[src/rtl/mem_arbiter.sv]
// mem_arbiter: shares one backing memory between the I- and D-cache
// miss controllers, granting one 4-word line burst per transaction.
module mem_arbiter #(
    parameter int MEM_LAT = 2
) (
    input  logic        clk,
    input  logic        rst,
    input  logic        i_req,
    input  logic [15:0] i_addr,
    output logic        i_grant,
    output logic        i_rvalid,
    output logic [1:0]  i_ridx,
    output logic [15:0] i_rdata,
    output logic        i_done,
    input  logic        d_req,
    input  logic        d_wr,
    input  logic [15:0] d_addr,
    input  logic [15:0] d_wdata,
    output logic [1:0]  d_widx,
    output logic        d_grant,
    output logic        d_rvalid,
    output logic [1:0]  d_ridx,
    output logic [15:0] d_rdata,
    output logic        d_done,
    output logic        mem_rd,
    output logic        mem_wr,
    output logic [15:0] mem_addr,
    output logic [15:0] mem_wdata,
    input  logic [15:0] mem_rdata,
    input  logic        mem_busy
);

    typedef enum logic [1:0] {
        IDLE,
        ISSUE,
        DRAIN,
        DONE
    } state_t;

    state_t state;
    state_t state_nxt;

    // owner_d/last_d: 1 means the data side
    logic        owner_d;
    logic        last_d;
    logic        wr_q;
    logic [12:0] line_q;
    logic [1:0]  issue_idx;

    logic [MEM_LAT-1:0]      sr_v;
    logic [MEM_LAT-1:0][1:0] sr_idx;

    logic       pick_d;
    logic       start;
    logic       accept;
    logic       wr_issue;
    logic       ret_v;
    logic [1:0] ret_idx;
    logic       unused_lsb;

    assign unused_lsb = ^{i_addr[2:0], d_addr[2:0]};

    assign start    = (state == IDLE) && (i_req || d_req);
    assign accept   = (state == ISSUE) && !mem_busy;
    assign wr_issue = (state == ISSUE) && wr_q;
    assign ret_v    = sr_v[MEM_LAT-1];
    assign ret_idx  = sr_idx[MEM_LAT-1];

    // On a tie the side that did not win last time goes next
    always_comb begin
        pick_d = 1'b0;
        unique case (1'b1)
            i_req && d_req:  pick_d = !last_d;
            d_req && !i_req: pick_d = 1'b1;
            default:         pick_d = 1'b0;
        endcase
    end

    always_comb begin
        state_nxt = state;
        unique case (state)
            IDLE: begin
                if (start)
                    state_nxt = ISSUE;
            end
            ISSUE: begin
                if (accept && issue_idx == 2'd3)
                    state_nxt = wr_q ? DONE : DRAIN;
            end
            DRAIN: begin
                if (ret_v && ret_idx == 2'd3)
                    state_nxt = DONE;
            end
            DONE:    state_nxt = IDLE;
            default: state_nxt = IDLE;
        endcase
    end

    always_comb begin
        i_grant   = (state != IDLE) && !owner_d;
        d_grant   = (state != IDLE) && owner_d;
        i_done    = (state == DONE) && !owner_d;
        d_done    = (state == DONE) && owner_d;
        mem_rd    = accept && !wr_q;
        mem_wr    = accept && wr_q;
        mem_addr  = '0;
        if (state == ISSUE)
            mem_addr = {line_q, issue_idx, 1'b0};
        d_widx    = wr_issue ? issue_idx : 2'd0;
        mem_wdata = wr_issue ? d_wdata : 16'h0000;
        i_rvalid  = ret_v && !owner_d;
        d_rvalid  = ret_v && owner_d;
        i_ridx    = ret_idx;
        d_ridx    = ret_idx;
        // Read data is forced low while reset is held
        i_rdata   = rst ? mem_rdata : 16'h0000;
        d_rdata   = rst ? mem_rdata : 16'h0000;
    end

    always_ff @(posedge clk or negedge rst) begin
        if (!rst) begin
            state     <= IDLE;
            owner_d   <= 1'b0;
            last_d    <= 1'b0;
            wr_q      <= 1'b0;
            line_q    <= '0;
            issue_idx <= 2'd0;
        end else begin
            state <= state_nxt;
            if (start) begin
                owner_d   <= pick_d;
                last_d    <= pick_d;
                wr_q      <= pick_d && d_wr;
                line_q    <= pick_d ? d_addr[15:3] : i_addr[15:3];
                issue_idx <= 2'd0;
            end else if (accept) begin
                issue_idx <= issue_idx + 2'd1;
            end
        end
    end

    // Return tracker: one stage per cycle of memory latency
    always_ff @(posedge clk or negedge rst) begin
        if (!rst) begin
            sr_v   <= '0;
            sr_idx <= '0;
        end else begin
            sr_v[0]   <= mem_rd;
            sr_idx[0] <= mem_rd ? issue_idx : 2'd0;
            for (int k = 1; k < MEM_LAT; k++) begin
                sr_v[k]   <= sr_v[k-1];
                sr_idx[k] <= sr_idx[k-1];
            end
        end
    end

endmodule
[config.mk]
export PLATFORM = sky130hd
export DESIGN_NAME = mem_arbiter
export DESIGN_NICKNAME = d
export VERILOG_FILES = /design/src/rtl/mem_arbiter.sv
export SDC_FILE = /design/constraint.sdc
export NUM_CORES = 1
export LEC_CHECK = 0
export ABC_AREA = 1
export BUFFER_PORTS_ARGS = -buffer_cell sky130_fd_sc_hd__buf_4
export CAP_MARGIN = 25
export CORE_MARGIN = 3
export CORE_UTILIZATION = 42
export CTS_BUF_LIST = sky130_fd_sc_hd__clkbuf_4 sky130_fd_sc_hd__clkbuf_8 sky130_fd_sc_hd__clkbuf_16
export CTS_CLUSTER_DIAMETER = 120
export DETAILED_ROUTE_END_ITERATION = 10
export GPL_TIMING_DRIVEN = 1
export PLACE_DENSITY = 0.85
export SYNTH_ARGS = -nofsm -noshare
export SYNTH_HDL_FRONTEND = slang
export SYNTH_SLANG_ARGS = --single-unit
[constraint.sdc]
create_clock -name clk -period 2.53 [get_ports clk]
set_input_delay 0.1265 -clock clk [delete_from_list [all_inputs] [get_ports clk]]
set_output_delay 0.1265 -clock clk [all_outputs]
set_load 0.1 [all_outputs]
# Yosys cells after proc, flatten, opt, wreduce, memory -nomap -nowiden
# Cells that the tools add are included.
[totals]
ff_bits = 25
wordCells = 56
mem_bits_ro = 0
n_memories = 0
mem_bits_rw = 0
input_bits = 70
output_inout_bits = 78
latch_bits = 0
[op_classes]
multipliers = 0
add_sub_neg = 1
div_mod_pow = 0
bitwise_logic = 0
shift = 0
n_reduce_logical = 25
magnitude_cmp = 0
eq_ne = 8
mux = 14
[op_table]
columns = ["operator", "n"]
rows = [
  ["16-bit 2-to-1 mux", 3],
  ["1-bit logical AND", 16],
  ["2-bit 2-to-1 mux", 7],
  ["13-bit 2-to-1 mux", 1],
  ["2-bit equality test, second input constant", 4],
  ["2-bit case mux with 4 select lines", 1],
  ["2-bit inequality test, second input constant", 3],
  ["1-bit zero test", 4],
  ["2-bit nonzero test", 2],
  ["3-bit AND reduction", 1],
  ["2-bit by 1-bit adder with 2-bit output, second input constant", 1],
  ["2-bit by 1-bit equality test with 1-bit output, second input constant", 1],
  ["2-bit zero test", 1],
  ["1-bit case mux with 2 select lines", 1],
  ["1-bit logical OR", 1],
  ["1-bit 2-to-1 mux", 1],
]

# Longest topological paths before layout
[logic_depth]
ltp_word = 5
ltp_mapped = 8
mapped_depth_nobuf = 6

# Worst setup path after synthesis
# OpenSTA, ideal clock, no wires.
[synth_path]
kind = "reg2reg"
from = "reg state[1]"
to = "reg sr_v[0]"
setup_time_ps = 266
required_ps = 2264
period_less_slack_ps = 2441
setup_slack_ps = 89
t_arrival_ps = 2175
stages_incl_launch_ff = 6
n_path_buf = 1
cell_sequence = "dfrtp_1 -> inv_1 -> ha_1 -> buf_2 -> nand2_1 -> nor2_1"
[synth_via]
elab_chain_cells = 3
[synth_lines]
columns = ["item", "line_no", "source"]
rows = [
  ["from (decl)", "40", "state_t state;"],
  ["from (signal assigned)", "129", "state <= state_nxt;"],
  ["2-bit by 1-bit equality test with 1-bit output", "64", "assign accept = (state == ISSUE) && !mem_busy;"],
  ["1-bit logical AND", "64", ""],
  ["1-bit logical AND", "104", "mem_rd = accept && !wr_q;"],
  ["named net mem_rd", "25", "output logic mem_rd,"],
  ["to (signal assigned)", "148", "sr_v[0] <= mem_rd;"],
  ["to (signal, indexed assignment)", "151", "sr_v[k] <= sr_v[k-1];"],
  ["to (decl)", "50", "logic [MEM_LAT-1:0] sr_v;"],
]
# The timed path passes the listed nets, and every way through them passes these cells.
# A chain may end at the register's enable or synchronous reset.

# Worst setup path in the final report
[layout_path]
from = "reg state[1]"
to = "out d_widx[0]"
[layout_via]
elab_chain_cells = 3
[layout_lines]
columns = ["item", "line_no", "source"]
rows = [
  ["2-bit by 1-bit equality test with 1-bit output", "65", "assign wr_issue = (state == ISSUE) && wr_q;"],
  ["1-bit logical AND", "65", ""],
  ["2-bit 2-to-1 mux", "109", "d_widx = wr_issue ? issue_idx : 2'd0;"],
  ["to (decl)", "19", "output logic [1:0] d_widx,"],
]
# No other way between the ends.

==> flow_metrics.tcl <==
set metrics [dict create \
    status "finished, final reports clean" \
    pwr-share-comb_pct 71.1 \
    area_growth_pct 51.30 \
    rsz0062_at_grt "no" \
    syn_inst 290 \
    finalMaxSlewViolations 0 \
    synth_warnings 0 \
    critPathMaxStageDelay_ns 0.45 \
    synthTopCellsByArea "dfrtp_1 34%, nand2_1 23%, inv_1 12%, buf_4 9.0%, nor2_1 5.3%" \
    clockPowerShare_pct 7.7 \
    clock_skew_ns 0.007111 \
    cts_max_level 1 \
    setup_tns_ns 0 \
    leakagePower_nw 1.898 \
    period_share_pct 90.20 \
    totalWireLength_um 5387 \
    cap_violations 0 \
    async_reset_ff_share_pct 100.0 \
    synth.most_common_cell "nand2_1" \
    drcViolationCount 0 \
    die_y_um 72.09 \
    yosys_register_bits 25 \
    setup_ws_ns 0.2479 \
    root_buffer "clkbuf_8" \
    finalHoldViolCount 0 \
    cts_sinks 25 \
    grt_pass1_vias 2013 \
    ys_seq_area_share_pct 34.11 \
    grt_pass1_wl_um 8880 \
    final-setup-viol-count 0 \
    postSynthAreaPerCell_um2 6.325 \
    antenna_found_initial 0 \
    clk_latency_ns 0.26 \
    netlist_area_um2 1834 \
    critPathRequiredTime_ns 2.40 \
    cts_resized 0 \
    maxSlewHeadroom_pct 57.91 \
    place_ws_ns 0.5036 \
    synth_ff_type "dfrtp_1" \
    nNetsFinal 478 \
    fp.dieArea_um2 5196 \
    cts_made_buffers 3 \
    wl_per_cell_um 11.92 \
    n_antenna_cell 0 \
    vias 1985 \
    antenna_left 0 \
    internal-power_mw 1.172 \
    p_switching_mw 1.993 \
    initial_core_util_pct 44.57 \
    gp_congestion 0.7155 \
    tightestPinTransition_ns 0.6299 \
    ir_drop_mv 0.6832 \
    critPathSlowestCell "nand2_1" \
    max_freq_mhz 438.2 \
    synth_edf_count 0 \
    fp.dieW_um 72.09 \
    endpoint_kind "output pin" \
    io_pins 148 \
    powerDensity_nw_per_um2 1140 \
    worstPathMaxFanout 20 \
    switching_share_pct 62.96 \
    clkSlewWorstSetupHoldPaths_ns 0.09 \
    grt_start_max_net_pins 42 \
    synth_common_cells "112 x nand2_1, 57 x inv_1, 26 x nor2_1" \
    track_usage_pct 20.83 \
    drive_above_1_share_pct 37.31 \
    core_um2 4115 \
    hp-class "in2reg" \
    path_class "reg2out" \
    io_buffer_count 140 \
    path_cells "inv_1 -> ha_1 -> nand2_1 -> nor2_1 -> buf_4" \
    num_rows 23 \
    dp_hpwl_um 4382 \
    cp-start-kind "register" \
    syn_nets 365 \
    min_period_ns 2.282 \
    dr.pass1.iters 7 \
    cpLargestDelayFamily "simple AND/OR/NAND/NOR gates" \
    drt_iter0_markers 76 \
    seqPwrFrac_pct 21.1 \
    cts_tree "done" \
    synth_top_area_share_pct 34.11 \
    synth_largest_area_cell "dfrtp_1" \
    cts_buffer_depth 2 \
    arrival_ns 2.16 \
    gr-total-overflow 0 \
    cp_num_buf_inv 2 \
    yosys.cell_types.count 20 \
    viasPerCell 4.392 \
]
cell usage in the layout (no fill, tap or decap), types with 2 or more instances in the layout:
master,Yosys,layout
nand2_1,112,112
o21ai_1,3,3
nand4_1,2,2
dfrtp_1,25,25
ha_1,5,5
inv_1,57,57
buf_4,22,141
clkbuf_8,0,3
nor3_1,2,2
nor2_1,26,26
nand3_1,17,17
nand2_2,2,2
state kept, by name, summed over array words and instances (netlist names):
register,cells
sr_idx,2
wr_q,1
d_ridx,2
last_d,1
line_q,13
issue_idx,2
sr_v,2
state,2
tightest hold or removal path, delay by kind of cell:
kind	cells	cell delay, ns
and+or+nand+nor	4	0.17
buffers and inverters	1	0.07
final timing paths:
path | to | start | slack, ns | cells past startpoint
setup / recovery | d_widx[0] | state[1] | 0.25 | 5
hold reg to reg | d_ridx[1] | sr_idx[1] | 0.36 | 0
min in group asynchronous | line_q[8] | rst | 0.35 | 2
max in group asynchronous | sr_v[1] | rst | 1.85 | 2
hold / removal | line_q[0] | i_addr[3] | 0.14 | 5
setup reg to reg | state[0] | state[1] | 0.78 | 6
metrics by stage:
step | power [mW] | area [µm²] | std cells | hold WS (ns) | utilization, %
after global placement | 2.892 | 2716 | 447 | 0.1021 | 66.01
final | 3.165 | 2775 | 452 | 0.1357 | 67.44
after detailed placement | 2.938 | 2716 | 447 | 0.1072 | 66.01
after CTS | 3.188 | 2775 | 452 | 0.1306 | 67.44
after floorplan | 2.504 | 1834 | 290 | -0.1691 | -
after global routing | 3.358 | 2775 | 452 | 0.1364 | 67.44
timing repair:
item / CTS / global route
buffers inserted: 0 / 0
hold buffers: 1 / 0
hold endpoints to repair: 25 / 0
routing by layer:
| metal | GRT usage [%] | vias up | part of all wire (%) |
|---|---|---|---|
| li1 | - | 1038 | - |
| met1 | 22.80 | 857 | 36 |
| met2 | 39.84 | 82 | 55 |
| met3 | 4.432 | 8 | 8.0 |
| met4 | 5.846 | 0 | 1.4 |
| met5 | 0 | - | 0 |
power groups by stage:
stage | clock network [mW] | logic [mW] | registers (mW)
floorplan | 0 | 1.87 | 0.635
global placement | 0 | 2.22 | 0.667
detailed placement | 0 | 2.26 | 0.677
CTS | 0.251 | 2.27 | 0.671
global route | 0.268 | 2.40 | 0.693
finish | 0.244 | 2.25 | 0.669
kinds of logic (layout without fill, tap and decap cells):
group | after synthesis | in the layout | share of synthesized area (%)
and+or+nand+nor | 161 | 161 | 34.79
buffers and inverters | 92 | 204 | 25.03
DFF | 25 | 25 | 34.11
AOI/OAI and AO/OA | 6 | 6 | 2.455
adders and majority gates | 5 | 5 | 3.411
other | 1 | 1 | 0.2044
layout make-up:
| class | count | area [µm²] |
|---|---|---|
| Clock buffer | 4 | 48.80 |
| Fill cell | 380 | 1340 |
| Inverter | 58 | 220.2 |
| Multi-Input combinational cell | 173 | 749.5 |
| Sequential cell | 25 | 625.6 |
| Tap cell | 50 | 62.56 |
| Timing Repair Buffer | 142 | 1069 |
No activity file was read; power rests on OpenSTA's default activity.
